===== config.mk =====
export PLATFORM = sky130hd
export DESIGN_NAME = ofdm_packet_framer
export DESIGN_NICKNAME = d
export VERILOG_FILES = /design/src/rtl/ofdm_packet_framer.sv
export SDC_FILE = /design/constraint.sdc
export NUM_CORES = 1
export LEC_CHECK = 0
export CAP_MARGIN = 10
export CORE_AREA = 8 8 399 401
export DETAILED_ROUTE_END_ITERATION = 12
export DIE_AREA = 0 0 407 409
export GPL_ROUTABILITY_DRIVEN = 0
export PLACE_DENSITY_LB_ADDON = 0.1
export SLEW_MARGIN = 20
export SYNTH_ARGS = -nofsm -noshare
export SYNTH_HDL_FRONTEND = slang
export SYNTH_SLANG_ARGS = --single-unit

===== constraint.sdc =====
create_clock -name clk_i -period 3.4 [get_ports clk_i]
set_input_delay 0.68 -clock clk_i [delete_from_list [all_inputs] [get_ports clk_i]]
set_output_delay 0.68 -clock clk_i [all_outputs]
set_load 0.005 [all_outputs]

===== src/rtl/ofdm_packet_framer.sv =====
// ofdm_packet_framer
// Segments the synchronized, phase-parallel sample stream into STF, LTF and
// DATA fields by beat counting. Every output beat is tagged with its field,
// DATA symbol index, cyclic-prefix flag and FFT-window boundaries. A beat
// that goes invalid mid-packet aborts the packet with a one-cycle err_o.
// After a complete packet the framer drains until it sees one invalid beat,
// so a continuously held valid cannot re-trigger a new packet.
//
// Build option: define FRAMER_CP_STRIP_EN to suppress cyclic-prefix beats
// (valid_o=0, cp_o=0). Without it CP beats are emitted with cp_o=1.
module ofdm_packet_framer #(
  parameter int DATAWIDTH = 16,
  parameter int PHASES    = 16,
  parameter int FFT_SIZE  = 64,
  parameter int CP_LEN    = 16,
  parameter int NUMSYMB   = 12,
  parameter int STF_LEN   = 160,
  parameter int LTF_LEN   = 160
) (
  input  logic                                clk_i,
  input  logic                                rst_i,
  input  logic [DATAWIDTH*PHASES-1:0]         re_i,
  input  logic [DATAWIDTH*PHASES-1:0]         im_i,
  input  logic [PHASES-1:0]                   valid_i,
  output logic [DATAWIDTH*PHASES-1:0]         data_re_o,
  output logic [DATAWIDTH*PHASES-1:0]         data_im_o,
  output logic                                valid_o,
  output logic [1:0]                          field_o,
  output logic                                cp_o,
  output logic [$clog2(NUMSYMB+1)-1:0]        sym_idx_o,
  output logic                                sof_o,
  output logic                                eof_o,
  output logic                                pkt_done_o,
  output logic                                err_o
);

  // Field lengths in clock beats.
  localparam int SB   = STF_LEN / PHASES;
  localparam int LB   = LTF_LEN / PHASES;
  localparam int CB   = CP_LEN / PHASES;
  localparam int FB   = FFT_SIZE / PHASES;
  localparam int MAXB = (SB > LB) ? ((SB > CB + FB) ? SB : CB + FB)
                                  : ((LB > CB + FB) ? LB : CB + FB);
  localparam int BW   = (MAXB > 1) ? $clog2(MAXB) : 1;
  localparam int SW   = $clog2(NUMSYMB + 1);

  localparam logic [BW-1:0] SB_LAST   = BW'(SB - 1);
  localparam logic [BW-1:0] LB_LAST   = BW'(LB - 1);
  localparam logic [BW-1:0] FFT_FIRST = BW'(CB);
  localparam logic [BW-1:0] DATA_LAST = BW'(CB + FB - 1);
  localparam logic [SW-1:0] SYM_LAST  = SW'(NUMSYMB - 1);

  // Reject configurations that cannot be framed on whole beats.
  generate
    if (PHASES < 1 || DATAWIDTH < 1) begin : g_bad_width
      $error("ofdm_packet_framer: PHASES and DATAWIDTH must be >= 1");
    end
    if (FFT_SIZE < PHASES || (FFT_SIZE % PHASES) != 0) begin : g_bad_fft
      $error("ofdm_packet_framer: FFT_SIZE must be a nonzero multiple of PHASES");
    end
    if (CP_LEN < 0 || (CP_LEN % PHASES) != 0) begin : g_bad_cp
      $error("ofdm_packet_framer: CP_LEN must be a multiple of PHASES");
    end
    if (NUMSYMB < 1) begin : g_bad_numsymb
      $error("ofdm_packet_framer: NUMSYMB must be >= 1");
    end
    if (STF_LEN < PHASES || (STF_LEN % PHASES) != 0) begin : g_bad_stf
      $error("ofdm_packet_framer: STF_LEN must be a nonzero multiple of PHASES");
    end
    if (LTF_LEN < PHASES || (LTF_LEN % PHASES) != 0) begin : g_bad_ltf
      $error("ofdm_packet_framer: LTF_LEN must be a nonzero multiple of PHASES");
    end
  endgenerate

  typedef enum logic [2:0] {
    S_IDLE,
    S_STF,
    S_LTF,
    S_DATA,
    S_DRAIN
  } state_t;

  typedef enum logic [1:0] {
    F_NONE = 2'd0,
    F_STF  = 2'd1,
    F_LTF  = 2'd2,
    F_DATA = 2'd3
  } field_t;

  state_t        state;
  logic [BW-1:0] cnt;
  logic [SW-1:0] sym;
  logic          beat_ok;
  logic          in_cp;
  logic          is_sof;
  logic          is_eof;

  // A beat counts only when every phase is valid.
  assign beat_ok = &valid_i;
  assign is_sof  = (cnt == FFT_FIRST);
  assign is_eof  = (cnt == DATA_LAST);

  // Position inside a DATA symbol: the first CB beats are cyclic prefix.
  generate
    if (CB > 0) begin : g_cp
      assign in_cp = (cnt < FFT_FIRST);
    end else begin : g_no_cp
      assign in_cp = 1'b0;
    end
  endgenerate

  // Sample pipeline: one-beat registered copy of the input samples.
  always_ff @(posedge clk_i or negedge rst_i) begin
    if (!rst_i) begin
      // NOTE: non-blocking assignments so every register samples pre-edge values.
      data_re_o <= '0;
      data_im_o <= '0;
    end else begin
      data_re_o <= re_i;
      data_im_o <= im_i;
    end
  end

  // Framing FSM with registered tags and pulses.
  always_ff @(posedge clk_i or negedge rst_i) begin
    if (!rst_i) begin
      state      <= S_IDLE;
      cnt        <= '0;
      sym        <= '0;
      valid_o    <= 1'b0;
      field_o    <= F_NONE;
      cp_o       <= 1'b0;
      sym_idx_o  <= '0;
      sof_o      <= 1'b0;
      eof_o      <= 1'b0;
      pkt_done_o <= 1'b0;
      err_o      <= 1'b0;
    end else begin
      // NOTE: defaults first keep pulses single-cycle and tags zero when idle.
      valid_o    <= 1'b0;
      field_o    <= F_NONE;
      cp_o       <= 1'b0;
      sym_idx_o  <= '0;
      sof_o      <= 1'b0;
      eof_o      <= 1'b0;
      pkt_done_o <= 1'b0;
      err_o      <= 1'b0;

      case (state)
        S_IDLE: begin
          // The triggering beat is STF beat 0; no dead cycle.
          if (beat_ok) begin
            valid_o <= 1'b1;
            field_o <= F_STF;
            if (SB == 1) begin
              state <= S_LTF;
              cnt   <= '0;
            end else begin
              state <= S_STF;
              cnt   <= BW'(1);
            end
          end
        end

        S_STF: begin
          if (!beat_ok) begin
            err_o <= 1'b1;
            state <= S_IDLE;
            cnt   <= '0;
            sym   <= '0;
          end else begin
            valid_o <= 1'b1;
            field_o <= F_STF;
            if (cnt == SB_LAST) begin
              state <= S_LTF;
              cnt   <= '0;
            end else begin
              cnt <= cnt + BW'(1);
            end
          end
        end

        S_LTF: begin
          if (!beat_ok) begin
            err_o <= 1'b1;
            state <= S_IDLE;
            cnt   <= '0;
            sym   <= '0;
          end else begin
            valid_o <= 1'b1;
            field_o <= F_LTF;
            if (cnt == LB_LAST) begin
              state <= S_DATA;
              cnt   <= '0;
              sym   <= '0;
            end else begin
              cnt <= cnt + BW'(1);
            end
          end
        end

        S_DATA: begin
          if (!beat_ok) begin
            err_o <= 1'b1;
            state <= S_IDLE;
            cnt   <= '0;
            sym   <= '0;
          end else begin
            if (in_cp) begin
`ifdef FRAMER_CP_STRIP_EN
              // Stripped: the CP beat is counted but not emitted.
              cp_o <= 1'b0;
`else
              valid_o   <= 1'b1;
              field_o   <= F_DATA;
              cp_o      <= 1'b1;
              sym_idx_o <= sym;
`endif
            end else begin
              valid_o   <= 1'b1;
              field_o   <= F_DATA;
              sym_idx_o <= sym;
              sof_o     <= is_sof;
              eof_o     <= is_eof;
            end

            if (is_eof) begin
              cnt <= '0;
              if (sym == SYM_LAST) begin
                pkt_done_o <= 1'b1;
                sym        <= '0;
                state      <= S_DRAIN;
              end else begin
                sym <= sym + SW'(1);
              end
            end else begin
              cnt <= cnt + BW'(1);
            end
          end
        end

        S_DRAIN: begin
          // Discard beats until one invalid beat re-arms the framer.
          if (!beat_ok) begin
            state <= S_IDLE;
          end
        end

        default: begin
          state <= S_IDLE;
          cnt   <= '0;
          sym   <= '0;
        end
      endcase
    end
  end

endmodule

# --- Word-level counts from Yosys, hierarchy flattened ---
# Index checks and enable logic that the tools add are counted.
op_classes:
  reduce_logical: 10
  n_lt_le_gt_ge: 1
  eq_ne: 14
  n_shift: 0
  mul: 0
  div: 0
  mux: 45
  addsub: 2
  bitwise: 2
op_table:
  columns: ["operator", "count"]
  rows:
  - ["two-way mux 4 bit", 12]
  - ["case mux 4 bit (4 select lines)", 2]
  - ["two-way mux 3 bit", 9]
  - ["two-way mux 1 bit", 18]
  - ["AND reduction 16 bit", 1]
  - ["case mux 3 bit (5 select lines)", 1]
  - ["!= test 3 bit (second input constant)", 4]
  - ["adder 4 x 1 -> 4 bit (second input constant)", 2]
  - ["equality test 4 bit (second input constant)", 2]
  - ["equality test 3 x 2 -> 1 bit (second input constant)", 2]
  - ["case mux 2 bit (3 select lines)", 1]
  - ["AND reduction 6 bit", 1]
  - ["OR reduction 2 bit", 3]
  - ["equality test 4 x 1 -> 1 bit (second input constant)", 1]
  - ["equality test 4 x 3 -> 1 bit (second input constant)", 1]
  - ["less-than comparator 4 x 1 -> 1 bit (second input constant)", 1]
  - ["two-way mux 2 bit", 2]
  - ["!= test 2 bit (second input constant)", 2]
  - ["OR reduction 4 bit", 1]
  - ["equality test 3 x 1 -> 1 bit (second input constant)", 1]
  - ["equality test 3 bit (second input constant)", 1]
  - ["logical NOT 3 bit", 1]
  - ["AND reduction 3 bit", 1]
  - ["OR reduction 3 bit", 1]
  - ["other kinds (2)", 3]
word_totals:
  memories: 0
  wordCells: 87
  register_bits: 535
  input_bits: 530
  out_inout_bits: 524
  rom_bits: 0
  mem_bits_rw: 0
  latch_bits: 0

# --- Longest topological paths before layout ---
# Gate-level depths: netlist (run 1).
depth:
  word_depth: 5
  mapped_depth: 6
  mapped_depth_nobuf: 6

# --- Worst setup path before layout (run 1) ---
# OpenSTA, ideal clock, no wires.
synth_timing:
  kind: "input to register"
  start: "input port valid_i[15]"
  end: "register sym[3]"
  cell_stages: 4
  path_buffers: 0
  required_time_ns: 3.336
  setup_slack_ns: 1.562
  arrival_ns: 1.774
  path_cell_list: "nand4_2 > or4_4 > a2111oi_4 > a21o_1"
synth_via:
  elab_chain_len: 3
synth_lines:
  columns: ["item", "line_no", "rtl"]
  rows:
  - ["from (decl)", "24", "input logic [PHASES-1:0] valid_i,"]
  - ["AND reduction 16 bit (*)", "99", "assign beat_ok = &valid_i;"]
  - ["two-way mux 4 bit, or another cell as far along", "203", "if (!beat_ok) begin"]
  - ["case mux 4 bit (4 select lines) / AND reduction 3 bit (equally long branches)", null, null]
  - ["to (signal assigned)", "234", "sym <= sym + SW'(1);"]
  - ["to (decl)", "92", "logic [SW-1:0] sym;"]
# Mark *: on every way between the ends. The rest lies on a longest branch, timed or not.
# A chain may end at the register's enable or synchronous reset.

# --- Worst setup path in the final report (run 1) ---
layout_timing:
  start: "register data_im_o[8]"
  end: "output port data_im_o[8]"
layout_rtl:
  columns: ["item", "line_no", "rtl"]
  rows:
  - ["from (decl)", "26", "output logic [DATAWIDTH*PHASES-1:0] data_im_o,"]
  - ["from (signal assigned)", "120", "data_im_o <= im_i;"]
# No word-level cell between the ends.

==> metrics.md, run 1 <==
| Metric | Value |
|---|---|
| RR Endpoint | sym[0]$_DFFE_PN0P_ |
| Register Area | 13,400 µm² |
| Top-count cell post-synth | dfrtp_1 |
| Placed cells | 3,738 |
| IO Count | ~1,100 |
| DP Wirelength | 76,200 µm |
| Mapped Nets | 1,155 |
| Multi-input combinational cell area | 558 µm² |
| Flops & latches, synth | 535 |
| Yosys top cell by area | dfrtp_1 |
| Seq/Total Area, Yosys | 95.7% |
| Die W | 407 µm |
| GRT Residual Overflow | 0 |
| Initial core utilization | 9.14% |
| Mapped cell area | 14,000 µm² |
| Port Buffer Count | 1,053 |
| Avg Cell Area, Syn | 22.6 µm² |
| FMAX | 0.431 GHz |
| Pin count of the biggest net entering global routing | 54 |
| Worst-margin pin slew | around 0.82 ns |
| Top cell type's share of synthesized area | between 90% and 100% |
| Synthesis Warnings | 0 |
| Drt pass-1 iters | 4 |
| Total Power | 0.0162 W |
| Worst EP required | 2.72 ns |
| Final nets | ~2,300 |
| Hold Startpoint | im_i[9] |
| Clock Sinks | 535 |
| Slowest cell on crit path | clkdlybuf4s50_1 |
| Die footprint | 166,000 µm² |
| Clock Tree Buf Depth | 3 |
| Reg-to-reg critical path startpoint | state[1]$_DFFE_PN0P_ |
| Share of post-route cells with drive strength above 1 | 8.07% |
| Tcrit/Tclk final | roughly two thirds |
| Synth cell count leaders | dfrtp_1, inv_1, nand4_1 |
| Final TNS setup | 0 ns |
| DR top layer | met5 |
| Met1 Wirelength | roughly 30,000 µm |
| CTS root buf | clkbuf_16 |
| Worst R2R Path Depth | 4 |
| Fin cells | 3,873 |
| Initial DRC Count | 349 |
| Clock transition at path regs | roughly 0.06 ns |
| Kind of end point of the critical path | primary output |
| Reg-to-reg slack, setup | 1.12 ns |
| Post-synth EDFFs | 0 |
| Critical path class | register to primary output |
| WHS Path Cells | 1 |
| Hold endpoint | data_im_o[9]$_DFF_PN0_ |
| Detail Route Antenna Nets | 0 |
| Via Count | 10,190 |
| RSZ-0062 raised after global routing | false |
| Critical path startpoint category | register |
| Post-layout min period | around 2.3 ns |
| Max-cap check violation count | 0 |
| Status | finished, final reports clean |
| Gr usage total | about a tenth |
| Min-Delay Path Class | primary input to register |
| Routed wl met2 | a little over 50,000 µm |
| Antenna violations before repair | 37 |
| Final setup viols | 0 |
| CTS tree | yes |
| Instance count of the mapped netlist | 620 |
| Slowest cell delay on critical path | 0.56 ns |
| Setup Skew | 0.00248 ns |
| Worst-path cell chain | clkdlybuf4s50_1 |
| Final-layout fill cell count | 16,431 |
| WHS | between 0.4 and 0.5 ns |
| Worst Path Max Fanout | 1 |
| Routed wl met3 | between 8000 and 9000 µm |
| Final Hold Fails | 0 |
| # rows | 144 |
| Num CTS Buffers | 73 |
| H-tree depth | 3 |
| Peak supply drop | 269 µV |
| Buffers & Inverters on Critical Path | 1 |
| Die Y | 409 µm |
| Worst-skew pair later-pin latency | around 0.64 ns |
| Top_reg_cell synth | dfrtp_1 |
| Post-CTS sizing | 0 |
| Area contributors post-synth | dfrtp_1, ha_1, a2111oi_4 |
| Critical path arrival | 1.64 ns |
| Core area | 153,000 µm² |
| Synth-to-layout area growth | 113% |
| Static leakage | 11.9 nW |
| Vias per cell | between 2 and 3 |
| First-pass GRT wire length | about 120,000 µm |
| Vias in the first global route | 11,644 |
| Post-route DRC | 0 |
| Max_slew headroom | 45.1% |
| Cell variety after synth | 38 |
| Post-DR wirelength/cell | 23.7 µm |
| Max-slew violations | 0 |
| CP delay by family, top | buffers and inverters |
| Fraction of registers with async set/reset | between 90% and 100% |
| Pwr dens | 544 nW/µm² |
| Final WL | 91,600 µm |
## power breakdown
part / internal [W] / switching [W] / leakage, nW
Clock: 0.00472 / 0.00306 / 1.20
Combinational: 0.00107 / 0.000572 / 4.46
Sequential: 0.00668 / 0.0000920 / 6.28
## metrics by stage
stage | cell area [µm²] | setup WS, ns | util (%)
2_1_floorplan | 14000 | 1.56 | -
3_3_place_gp | 27300 | 0.969 | 17.9
3_5_place_dp | 27300 | 0.950 | 17.9
4_1_cts | 29800 | 0.957 | 19.5
5_1_grt | 29800 | 0.962 | 19.5
6_report | 29800 | 1.08 | 19.5
## state kept, by name, summed over array words and instances, names as in the netlist
signal      flops
cnt             4
cp_o            1
data_im_o     256
data_re_o     256
eof_o           1
err_o           1
field_o         2
pkt_done_o      1
sof_o           1
state           3
sym             4
sym_idx_o       4
valid_o         1
## worst max path at each step
stage,slack [ns],from,endpoint,depth (start not counted)
global route,0.96,data_re_o[2]$_DFF_PN0_,data_re_o[2],1
finish,1.08,data_im_o[8]$_DFF_PN0_,data_im_o[8],1
global placement,0.97,valid_i[15],sym[2]$_DFFE_PN0P_,5
floorplan,1.56,valid_i[15],sym[3]$_DFFE_PN0P_,4
detailed placement,0.95,valid_i[15],sym[3]$_DFFE_PN0P_,5
CTS,0.96,data_im_o[8]$_DFF_PN0_,data_im_o[8],1
## layer usage
metal	vias to the layer above	global-route usage (%)
met5	-	0
met4	6	2.95
met3	127	4.12
met2	517	20.9
met1	5203	10.1
li1	4337	-
## final cells by class
type,instances,area share [%]
flip-flops and latches,535,44.9
repair buffers,1078,36.3
well taps,2044,8.58
clock buffers,101,7.09
multi-input cells,75,1.87
clock inverters,25,1.04
inverters,7,0.0882
diodes,8,0.0672
## cells by family (layout without fill, tap and decap cells)
group / count (synthesis) / after routing / synth area share [%]
fa+ha+maj: 6 / 6 / 0.519
other cells: 0 / 8 / 0
buf+inv: 10 / 1211 / 0.286
flops: 535 / 535 / 95.7
compound gates: 23 / 23 / 1.46
simple gates: 46 / 46 / 2.01
## what timing repair did
action | 4_1_cts | 5_1_grt
setup buffers | 0 | 0
hold endpoints to repair | 33 | 0
hold buffers | 1 | 0
## placed cells by master, fill, tap and decap left out, types with 3 or more instances in the layout
| master | instances |
|---|---|
| ha_1 | 5 |
| nand3_1 | 5 |
| clkinv_8 | 3 |
| buf_12 | 7 |
| nor3b_1 | 3 |
| clkbuf_8 | 16 |
| clkinv_2 | 13 |
| clkbuf_16 | 74 |
| nand4_1 | 7 |
| nor3_1 | 5 |
| o21ai_0 | 5 |
| buf_4 | 17 |
| nor2_1 | 6 |
| dfrtp_1 | 535 |
| clkbuf_1 | 11 |
| clkdlybuf4s50_1 | 1052 |
| diode_2 | 8 |
| and3_1 | 4 |
| bufinv_16 | 5 |
| inv_1 | 7 |
No activity file was read; power rests on OpenSTA's default activity.
==> run 2: changes to the inputs <==
==> constraint.sdc (replaced) <==
create_clock -name clk_i -period 1.9 [get_ports clk_i]
set_input_delay 0.38 -clock clk_i [delete_from_list [all_inputs] [get_ports clk_i]]
set_output_delay 0.38 -clock clk_i [all_outputs]
set_load 0.005 [all_outputs]
==> metrics.md, run 2 (synthesis results as in run 1) <==
| Metric | Value |
|---|---|
| Initial core utilization | 9.14% (unchanged) |
| Clock power share | 48.6% (+0.5 points) |
| IO Count | 1,054 (unchanged) |
| Final WL | 91,000 µm (-0.65%) |
| RSZ-0062 raised after global routing | false |
| Reg-to-reg critical path startpoint | cnt[1]$_DFFE_PN0P_ |
| Final TNS setup | 0 ns (unchanged) |
| FMAX | 0.562 GHz |
| Sequential power share | 42.4% (+0.6 points) |
| Comb pwr share | 9.0% (-1.1 points) |
| CTS tree | yes |
| Hold Startpoint | im_i[173] |
| Final nets | 2,323 (+0.78%) |
| Clock transition at path regs | 0.06 ns (about the same) |
| Most common cell after layout, fill and taps aside | dfrtp_1 |
| Total setup buffers inserted after CTS | 0 (unchanged) |
| Register Area | 13,400 µm² (unchanged) |
| Die W | 407 µm (unchanged) |
| Post-layout min period | around 1.8 ns |
| Die Y | 409 µm (unchanged) |
| Die footprint | 166,000 µm² (unchanged) |
| Switch share | 23.2% (+0.17 points) |
| Multi-input combinational cell area | 559 µm² (+0.22%) |
| Critical path class | register to register |
| Most frequent cells in the layout | dfrtp_1, clkdlybuf4s50_1, dlygate4sd2_1, clkbuf_16, buf_4 |
| Vias in the first global route | 11,803 (+1.4%) |
| Total Power | 0.0285 W (+76%) |
| Gr usage total | 10.6% (-0.050 points) |
| GRT Residual Overflow | 0 (unchanged) |
| Final-layout fill cell count | 16,602 (+1.0%) |
| Synth-to-layout area growth | 110% |
| Min-Delay Path Class | primary input to register |
| Pin count of the biggest net entering global routing | 67 (+24%) |
| Clock Sinks | 535 (unchanged) |
| Clock Tree Buf Depth | 3 (unchanged) |
| Static leakage | 12.8 nW (+7.0%) |
| Peak supply drop | 567 µV (+110%) |
| Internal power | 0.0219 W (+75%) |
| Tcrit/Tclk final | 93.6% |
| H-tree depth | 3 (unchanged) |
| Core area | 153,000 µm² (unchanged) |
| Worst setup margin | 0.122 ns (-0.960 ns) |
| Biggest regs | data_im_o x256, data_re_o x256 |
| Port Buffer Count | 1,053 (unchanged) |
| Worst-margin pin slew | 0.422 ns (-0.400 ns) |
| Setup Skew | 0.0210 ns (+0.0185 ns) |
| Critical path arrival | 2.28 ns (+0.64 ns) |
| DP Wirelength | 76,200 µm (-0.11%) |
| CP Launch Point | cnt[1]$_DFFE_PN0P_ |
| Worst slack, placed | -0.232 ns (-1.18 ns) |
| Vias per cell | 2.62 (-0.41%) |
| First-pass GRT wire length | 118,000 µm (about the same) |
| Final setup viols | 0 (unchanged) |
| Max-cap check violation count | 0 (unchanged) |
| Worst-skew pair later-pin latency | 0.65 ns (about the same) |
| Share of post-route cells with drive strength above 1 | 8.75% (+0.68 points) |
| Max-slew violations | 0 (unchanged) |
| Detail Route Antenna Nets | 0 (unchanged) |
| # rows | 144 (unchanged) |
| Critical path startpoint category | register |
| Post-DR wirelength/cell | 23.3 µm (-1.4%) |
| Antenna violations before repair | 34 (-8.1%) |
| Worst EP required | 2.40 ns (-0.32 ns) |
| CTS root buf | clkbuf_16 |
| Pwr dens | 972 nW/µm² (+79%) |
| Status | finished, final reports clean |
| Drt pass-1 iters | 5 (+1) |
| Post-route DRC | 0 (unchanged) |
| Via Count | 10,227 (+0.36%) |
| Initial DRC Count | 381 (+9.2%) |
| Sw power | 0.00661 W (+77%) |
| Worst Path Max Fanout | 6 (+5) |
| Final Hold Fails | 0 (unchanged) |
| Kind of end point of the critical path | register |
| Max_slew headroom | 71.8% (+27 points) |
| Num CTS Buffers | 71 (-2.7%) |
==> run 2: power groups by stage <==
stage / clock network (W) / registers [W] / logic (W)
detailed placement: 0 / 0.0123 / 0.00305
CTS: 0.0146 / 0.0121 / 0.00267
finish: 0.0139 / 0.0121 / 0.00255
floorplan: 0 / 0.0124 / 0.00000376
global route: 0.0150 / 0.0121 / 0.00275
global placement: 0 / 0.0123 / 0.00306
==> run 2: critical path, stage by stage (launching register included) <==
cell      delay, ns
dfrtp_1        0.41
inv_1          0.11
ha_1           0.18
nand3b_1       0.15
maj3_2         0.40
a221oi_1       0.30
a211oi_1       0.08
==> run 2: worst paths after layout <==
path	to	slack, ns	cells after the start
min	data_im_o[173]$_DFF_PN0_	0.17	1
max	state[0]$_DFFE_PN0P_	0.12	6
min in group asynchronous	data_im_o[85]$_DFF_PN0_	0.29	2
max in group asynchronous	data_re_o[91]$_DFF_PN0_	0.69	4
min reg2reg	sof_o$_DFF_PN0_	0.52	1
max reg2reg	state[0]$_DFFE_PN0P_	0.12	6
==> run 2: per-stage QoR <==
| step | util [%] | area [µm²] | std cells | hold WS (ns) |
|---|---|---|---|---|
| detailed placement | 18.0 | 27500 | 3758 | 0.298 |
| CTS | 19.1 | 29300 | 3883 | 0.0582 |
| global placement | 18.0 | 27500 | 3758 | 0.307 |
| global route | 19.2 | 29300 | 3892 | 0.0874 |
| floorplan | - | 14000 | 620 | 0.0844 |
| finish | 19.2 | 29300 | 3903 | 0.168 |
==> run 2: area by class of cell <==
type / count / area share [%]
sequential: 535 / 45.7
timing repair buffer: 1098 / 35.3
tap: 2044 / 8.72
clock buffer: 109 / 7.37
multi-input combinational: 75 / 1.91
clock inverter: 15 / 0.815
antenna: 20 / 0.171
inverter: 7 / 0.0896
==> run 2: layer usage <==
| metal | vias up | wire [µm] | GRT usage [%] |
|---|---|---|---|
| met4 | 2 | 2720 | 3.68 |
| met1 | 5166 | 29000 | 10.3 |
| li1 | 4386 | - | - |
| met2 | 545 | 51000 | 20.3 |
| met5 | - | 20 | 0 |
| met3 | 128 | 8240 | 3.99 |
==> run 2: what timing repair did <==
action	CTS	global route
endpoints found under the hold margin	213	0
setup endpoints to repair	524	1
gates resized for setup	524	1
hold buffers	1	0
==> run 3: changes to the inputs <==
--- a/config.mk
+++ b/config.mk
@@ -5,6 +5,7 @@
 export SDC_FILE = /design/constraint.sdc
 export NUM_CORES = 1
 export LEC_CHECK = 0
+export ABC_AREA = 0
 export CAP_MARGIN = 10
 export CORE_AREA = 8 8 399 401
 export DETAILED_ROUTE_END_ITERATION = 12
==> results of run 3 <==
Same layout as run 2: the final DEF is identical, and so are final timing and power.
